## src/rtl/ro_measure_ctrl.sv

```systemverilog
// Measurement sequencer for the ring-oscillator frequency counter.
// Powers the oscillator, clears the up-counter, gates it for a programmable
// window, extends the count across counter wraps and captures one result per
// measurement, once or back-to-back.
module ro_measure_ctrl #(
  parameter int unsigned GATE_W        = 16,
  parameter int unsigned CNT_W         = 8,
  parameter int unsigned EXT_W         = 8,
  parameter int unsigned WARM_CYCLES   = 4,
  parameter int unsigned SETTLE_CYCLES = 4
) (
  input  logic                     clk,
  input  logic                     reset,
  input  logic                     start,
  input  logic                     continuous,
  input  logic [GATE_W-1:0]        gate_len,
  input  logic [CNT_W-1:0]         cnt_val,
  output logic                     ro_en,
  output logic                     cnt_clr,
  output logic                     cnt_en,
  output logic                     busy,
  output logic [CNT_W+EXT_W-1:0]   result,
  output logic                     result_valid,
  output logic                     overflow
);

  localparam int unsigned RES_W   = CNT_W + EXT_W;
  localparam int unsigned WarmW   = $clog2(WARM_CYCLES + 1);
  localparam int unsigned SettleW = $clog2(SETTLE_CYCLES + 1);
  localparam int unsigned TW0     = (GATE_W > WarmW) ? GATE_W : WarmW;
  // One down-counter times warm-up, gate and settle phases.
  localparam int unsigned TW      = (TW0 > SettleW) ? TW0 : SettleW;

  typedef enum logic [2:0] {
    StIdle,
    StWarm,
    StClear,
    StGate,
    StSettle,
    StCapture
  } state_e;

  state_e             state_q, state_d;
  logic [TW-1:0]      timer_q, timer_d;
  logic [GATE_W-1:0]  gate_q, gate_d;
  logic [EXT_W-1:0]   ext_q, ext_d;
  logic               flag_q, flag_d;
  logic               msb_q, msb_d;
  logic [RES_W-1:0]   result_q, result_d;
  logic               ovf_q, ovf_d;
  logic               ro_en_q, busy_q, clr_q, en_q, valid_q;
  logic [GATE_W-1:0]  gate_fix;
  logic               track;
  logic               wrap;

  // A zero gate length would never close the window; run it as one cycle.
  assign gate_fix = (gate_len == '0) ? GATE_W'(1) : gate_len;

  // Next-state, wrap extension and capture logic.
  always_comb begin
    state_d  = state_q;
    timer_d  = timer_q;
    gate_d   = gate_q;
    ext_d    = ext_q;
    flag_d   = flag_q;
    msb_d    = msb_q;
    result_d = result_q;
    ovf_d    = ovf_q;

    // Counter keeps moving into SETTLE, so wraps are tracked there too.
    track = (state_q == StGate) || (state_q == StSettle);
    wrap  = track && msb_q && !cnt_val[CNT_W-1];
    if (track) begin
      msb_d = cnt_val[CNT_W-1];
    end
    if (wrap) begin
      if (&ext_q) begin
        flag_d = 1'b1;
      end else begin
        ext_d = ext_q + EXT_W'(1);
      end
    end

    unique case (state_q)
      StIdle: begin
        if (start) begin
          state_d = StWarm;
          gate_d  = gate_fix;
          timer_d = TW'(WARM_CYCLES - 1);
        end
      end
      StWarm: begin
        if (timer_q == '0) begin
          state_d = StClear;
        end else begin
          timer_d = timer_q - TW'(1);
        end
      end
      StClear: begin
        ext_d   = '0;
        flag_d  = 1'b0;
        msb_d   = 1'b0;
        state_d = StGate;
        timer_d = TW'(gate_q) - TW'(1);
      end
      StGate: begin
        if (timer_q == '0) begin
          state_d = StSettle;
          timer_d = TW'(SETTLE_CYCLES - 1);
        end else begin
          timer_d = timer_q - TW'(1);
        end
      end
      StSettle: begin
        if (timer_q == '0) begin
          state_d  = StCapture;
          // Use next-state ext/flag so a wrap on this very edge is counted.
          result_d = flag_d ? {RES_W{1'b1}} : {ext_d, cnt_val};
          ovf_d    = flag_d;
        end else begin
          timer_d = timer_q - TW'(1);
        end
      end
      StCapture: begin
        if (continuous) begin
          state_d = StClear;
          gate_d  = gate_fix;
        end else begin
          state_d = StIdle;
        end
      end
      default: state_d = StIdle;
    endcase
  end

  // State, datapath and registered strobe outputs.
  always_ff @(posedge clk) begin
    if (reset) begin
      state_q  <= StIdle;
      timer_q  <= '0;
      gate_q   <= '0;
      ext_q    <= '0;
      flag_q   <= 1'b0;
      msb_q    <= 1'b0;
      result_q <= '0;
      ovf_q    <= 1'b0;
      ro_en_q  <= 1'b0;
      busy_q   <= 1'b0;
      clr_q    <= 1'b0;
      en_q     <= 1'b0;
      valid_q  <= 1'b0;
    end else begin
      state_q  <= state_d;
      timer_q  <= timer_d;
      gate_q   <= gate_d;
      ext_q    <= ext_d;
      flag_q   <= flag_d;
      msb_q    <= msb_d;
      result_q <= result_d;
      ovf_q    <= ovf_d;
      ro_en_q  <= (state_d != StIdle);
      busy_q   <= (state_d != StIdle);
      clr_q    <= (state_d == StClear);
      en_q     <= (state_d == StGate);
      valid_q  <= (state_d == StCapture);
    end
  end

  assign ro_en        = ro_en_q;
  assign busy         = busy_q;
  assign cnt_clr      = clr_q;
  assign cnt_en       = en_q;
  assign result_valid = valid_q;
  assign result       = result_q;
  assign overflow     = ovf_q;

endmodule

```

## config.mk

```make
export PLATFORM = sky130hd
export DESIGN_NAME = ro_measure_ctrl
export DESIGN_NICKNAME = d
export VERILOG_FILES = /design/src/rtl/ro_measure_ctrl.sv
export SDC_FILE = /design/constraint.sdc
export NUM_CORES = 1
export LEC_CHECK = 0
export ABC_AREA = 1
export BUFFER_PORTS_ARGS = -buffer_cell sky130_fd_sc_hd__buf_2
export CORE_AREA = 5 5 88 90
export DETAILED_ROUTE_END_ITERATION = 7
export DIE_AREA = 0 0 93 95
export PLACE_DENSITY_LB_ADDON = 0.3
export SLEW_MARGIN = 25
export SYNTH_ARGS = -nofsm -noshare
export SYNTH_HDL_FRONTEND = slang
export SYNTH_SLANG_ARGS = --single-unit
```

## constraint.sdc

```tcl
create_clock -name clk -period 4.6 [get_ports clk]
set_input_delay 0 -clock clk [delete_from_list [all_inputs] [get_ports clk]]
set_output_delay 0 -clock clk [all_outputs]
set_load 0.02 [all_outputs]
```

After elaboration in Yosys (flattened, before gate mapping)
Cells that the tools add are included.
{ "word_totals": {"register_bits": 66, "inputBits": 28, "wordCells": 61} }
{ "classes": {"addsub": 3, "eq_ne": 11, "n_mux": 19, "reduce_logical": 16} }
{ "op_table": {"columns": ["operator", "count"], "rows": [
  ["2-to-1 mux 16 bit", 7],
  ["case mux 16 bit (4 select lines)", 1],
  ["logical NOT 16 bit", 2],
  ["case mux 16 bit (2 select lines)", 1],
  ["subtractor 16 x 1 -> 16 bit, second input constant", 2],
  ["case mux 3 bit (6 select lines)", 1],
  ["2-to-1 mux 8 bit", 2],
  ["== test 3 x 2 -> 1 bit, second input constant", 4],
  ["2-to-1 mux 3 bit", 4],
  ["== test 3 bit, second input constant", 3],
  ["adder 8 x 1 -> 8 bit, second input constant", 1],
  ["AND reduction 8 bit", 1],
  ["inequality test 2 bit, second input constant", 3],
  ["AND reduction 3 bit", 2],
  ["nonzero test 4 bit", 1],
  ["OR reduction 2 bit", 2],
  ["== test 3 x 1 -> 1 bit, second input constant", 1],
  ["logical NOT 3 bit", 1],
  ["nonzero test 3 bit", 1],
  ["logical AND 1 bit", 2],
  ["2-to-1 mux 1 bit", 2],
  ["2-to-1 mux 2 bit", 1],
  ["AND reduction 2 bit", 1],
  ["nonzero test 2 bit", 1],
  ["2 further kinds", 2]
]} }

Longest topological paths before layout
{ "logic_depth": {"word_depth": 6, "mapped_depth": 12} }

Least setup slack after synthesis
OpenSTA, ideal clock, no wires.
{ "synth_timing": {"path_kind": "register -> register", "start": "reg ext_q[0]", "end": "reg ovf_q (netlist: overflow)", "setup_ns": 0.116, "arrival_ns": 1.537, "setup_slack_ns": 2.947, "stages_incl_launch_ff": 11, "path_buffers": 1, "cell_sequence": "dfxtp_1 > ha_1 > nand3_1 > nor2_1 > nand3_1 > clkinv_1 > a21oi_2 > nand2_2 > buf_6 > o211ai_1 > inv_1"} }
{ "synth_between": {"elab_chain_cells": 3} }
{ "synth_rtl": {"columns": ["element", "line", "source"], "rows": [
  ["start, declared", "46", "logic [EXT_W-1:0] ext_q, ext_d;"],
  ["start signal, assigned", "156", "ext_q <= ext_d;"],
  ["AND reduction 8 bit", "77", "if (&ext_q) begin"],
  ["2-to-1 mux 1 bit", "77", null],
  ["2-to-1 mux 1 bit", "76", "if (wrap) begin"],
  ["end signal, assigned", "160", "ovf_q <= ovf_d;"],
  ["end, declared", "50", "logic ovf_q, ovf_d;"]
]} }
No other way between the ends.
A chain may end at the register's enable or synchronous reset.

Final worst setup path
{ "layout_timing": {"start": "reg timer_q[0]", "end": "reg timer_q[0]"} }
{ "layout_between": {"elab_chain_cells": 3, "elab_cells_between_ends": 7, "cone_classes": "add/sub (1); eq/ne (1); mux (3); reduce/logical (2)"} }
{ "layout_rtl": {"columns": ["element", "line", "source"], "rows": [
  ["start, declared", "44", "logic [TW-1:0] timer_q, timer_d;"],
  ["start signal, assigned", "154", "timer_q <= timer_d;"],
  ["subtractor 16 x 1 -> 16 bit or logical NOT 16 bit (tied branches)", null, null],
  ["2-to-1 mux 16 bit, or another cell as far along", "93, 115", null],
  ["case mux 16 bit (4 select lines) or AND reduction 3 bit (tied branches)", null, null]
]} }
Several ways; a longest one is shown, not always the timed one. The select of a mux whose other input is x is not followed.

==> flow_metrics.py <==
metrics = {
    "pwr": {
        "peakVddDrop_uv": 297,
        "p_per_area_nw_per_um2": 611,
        "p_leak_nw": 2.16,
    },
    "sta": {
        "slew_viol_final": 0,
        "skew_ps": 8.54,
        "finalHoldViolCount": 0,
        "tns_ps": 0,
        "worst_slew_pin_slew_ps": 964,
        "fmax_mhz": 471,
        "report.final.setup_viol": 0,
        "finalCriticalPeriod_ps": 2120,
        "slew_headroom_pct": 35.4,
        "post-route-period-util_pct": 46.2,
        "rsz0062_at_grt": "no",
    },
    "floorplanning": {
        "row_count": 31,
        "die_area_um2": 8840,
        "core-area_um2": 6980,
        "io_pins": 50,
        "die_y_um": 95,
        "initial_core_util_pct": 52.7,
        "die_x_um": 93,
    },
    "clocking": {
        "clock_path_buffers": 2,
        "cts_setup_buffers": 0,
        "cts_sinks": 66,
        "clkTransAtPathRegs_ps": 70,
        "cts_root_buf": "clkbuf_8",
        "clk_latency_ps": 350,
        "tritoncts": "done",
        "cts_buffers": 9,
        "htreeDepth": 3,
    },
    "yosys": {
        "ys_async_sr_fraction_pct": 0,
        "synth_area_leader_cell": "dfxtp_1",
        "synth-edff-count": 0,
        "avgSynthCellArea_um2": 6.47,
        "synthTopCellsByArea": "dfxtp_1 36%, nand2_1 15%, nor2_1 9.3%, inv_1 6.3%, nand3_1 6.0%",
        "synth_top_area_share_pct": 35.9,
        "ys_warn_count": 0,
        "synth_fp_nets": 600,
        "synth_sequential_area_ratio_pct": 35.9,
        "synthFlopType": "dfxtp_1",
        "syn_area_um2": 3680,
        "synth_seq_cells": 66,
        "synth_cells": 568,
        "synthDistinctLibCells": 37,
    },
    "hold_path": {
        "worstHoldStart": "start",
        "min_path_type": "in -> reg",
    },
    "finish": {
        "nets": 668,
        "area_growth_pct": 18.8,
        "nFillCells": 620,
        "num_antenna_cells": 0,
        "final_layout_size_suffix_gt1_share_pct": 14.5,
        "stdcell_area_um2": 4370,
    },
    "flow_run": {
        "max_cap_viol_count": 0,
    },
    "placed_design": {
        "place_hpwl_mm": 6.55,
        "placed_cell_area_um2": 3930,
        "place.gp.congestion": 0.902,
        "port_buffers": 49,
    },
    "critical_path": {
        "critPathArrivalTime_ps": 2350,
        "worstPathMaxFanout": 16,
        "critPathRequiredTime_ps": 4830,
        "path_class": "reg -> reg",
        "start_kind": "flop",
        "reg2reg_from": "timer_q[0]",
        "endpoint_kind": "flop",
        "worstSetupStartpoint": "timer_q[0]",
    },
    "global_routing": {
        "grt_pass1_wl_mm": 16.5,
        "grt_usage_pct": 23.2,
        "grt_start_max_net_pins": 41,
        "grt_pass1_vias": 3711,
        "overflow": 0,
        "antenna_found_initial": 0,
    },
    "detailed_routing": {
        "drt-initial-drc-count": 263,
        "vias": 3888,
        "postRouteAntennaNets": 0,
        "first_pass_iters": 5,
        "wire_per_inst_um": 13.3,
        "vias_per_cell": 5.38,
        "drc": 0,
        "finalWirelength_mm": 9.62,
    },
    "run_status": {
        "status": "completed",
    },
}
## timing repair
action                                 CTS  global route
endpoints found under the hold margin   25             0
gates resized for setup                  0             0
hold buffers                            24             0
## synthesized netlist by cell type, types with 2 or more instances
cell type and n:
a21oi_1 27, a21oi_2 11, a31oi_1 3, and3_1 3
buf_2 4, buf_4 4, clkbuf_1 5, dfxtp_1 66
ha_1 4, inv_1 62, inv_2 3, nand2_1 145
nand2_2 4, nand3_1 44, nand3b_1 3, nand4_1 5
nor2_1 91, nor2_2 4, nor2_4 2, nor3_1 2
nor4_1 2, o211ai_1 2, o21ai_0 42, o21ai_1 6
o221ai_1 2, xnor2_1 2, xor2_1 10
## per-stage QoR
| step | hold WS, ps | cells | util, % | power (mW) | setup slack, ps |
|---|---|---|---|---|---|
| after CTS | 90.7 | 723 | 62.6 | 2.66 | 2500 |
| after global routing | 119 | 723 | 62.6 | 2.92 | 2270 |
| after global placement | 209 | 683 | 56.2 | 2.10 | 2610 |
| final | 105 | 723 | 62.6 | 2.67 | 2480 |
| after floorplan | 121 | 568 | - | 1.88 | 2950 |
| after detailed placement | 217 | 683 | 56.2 | 2.13 | 2530 |
## cell families (layout without fill, tap and decap cells)
kind of cell	after synthesis	after routing	synth area share (%)
flip-flops	66	66	35.9
XOR/XNOR	12	12	2.86
adder cells (fa/ha/maj)	4	4	1.36
buffers and inverters	82	155	9.42
AND/OR/NAND/NOR	309	309	35.6
AO/OA/AOI/OAI	95	95	14.9
## registers in the layout, summed over array words and instances (netlist names)
register      count
gate_q           16
result           16
timer_q          16
ext_q             8
state_q           3
busy              1
cnt_clr           1
cnt_en            1
flag_q            1
msb_q             1
overflow          1
result_valid      1
## metal layers
metal  vias up  global-route usage [%]  part of all wire [%]
li1       1949                       -                     -
met3        23                    5.58                   6.5
met1      1768                    29.1                    45
met5         -                       0                     0
met2       148                    38.7                    46
met4         0                    8.91                   2.3
## worst max-delay path: stages, from the launching register on
cell	delay, ps
dfxtp_1	340
inv_1	110
ha_1	190
nor3b_1	300
nand3_2	180
o21ai_4	450
inv_2	180
o21ai_1	160
nor2_1	90
## report_power, final
part           internal, mW  switching [mW]
Combinational         0.454           0.927
Clock                 0.265           0.235
Sequential            0.680           0.109
Total                  1.40            1.27
## worst paths after layout
path,endpoint,slack (ps),cells after the start
worst max-delay path,timer_q[0],2480,8
worst min-delay path,gate_q[1],100,4
worst max register to register,timer_q[0],2480,8
worst min register to register,msb_q,470,2
## cell type report
class / instances / area (µm²) / area share (%)
Multi-Input combinational cell: 420 / 2010 / 46.0
Sequential cell: 66 / 1320 / 30.2
Timing Repair Buffer: 73 / 485 / 11.1
Inverter: 66 / 248 / 5.67
Clock buffer: 10 / 138 / 3.15
Tap cell: 82 / 103 / 2.35
Clock inverter: 6 / 66.3 / 1.52
## placed cells by master (no fill, tap or decap), types with 2 or more instances in the layout
cell type,Yosys,routed
o221ai_1,2,2
nand2_2,4,4
o211ai_1,2,2
inv_1,62,61
a21oi_1,27,27
nand2_1,145,145
clkbuf_8,0,10
a31oi_1,3,3
xnor2_1,2,2
a21oi_2,11,11
nor2_1,91,91
nor4_1,2,2
inv_2,3,3
o21ai_0,42,42
dfxtp_1,66,66
o21ai_1,6,6
nor2_4,2,2
nand3b_1,3,3
buf_2,4,49
clkinvlp_4,0,3
nor3_1,2,2
and3_1,3,3
dlygate4sd3_1,0,24
nor2_2,4,4
ha_1,4,4
nand3_1,44,44
nand4_1,5,5
clkinv_1,1,2
xor2_1,10,10
Power figures use the tool's default switching activity.
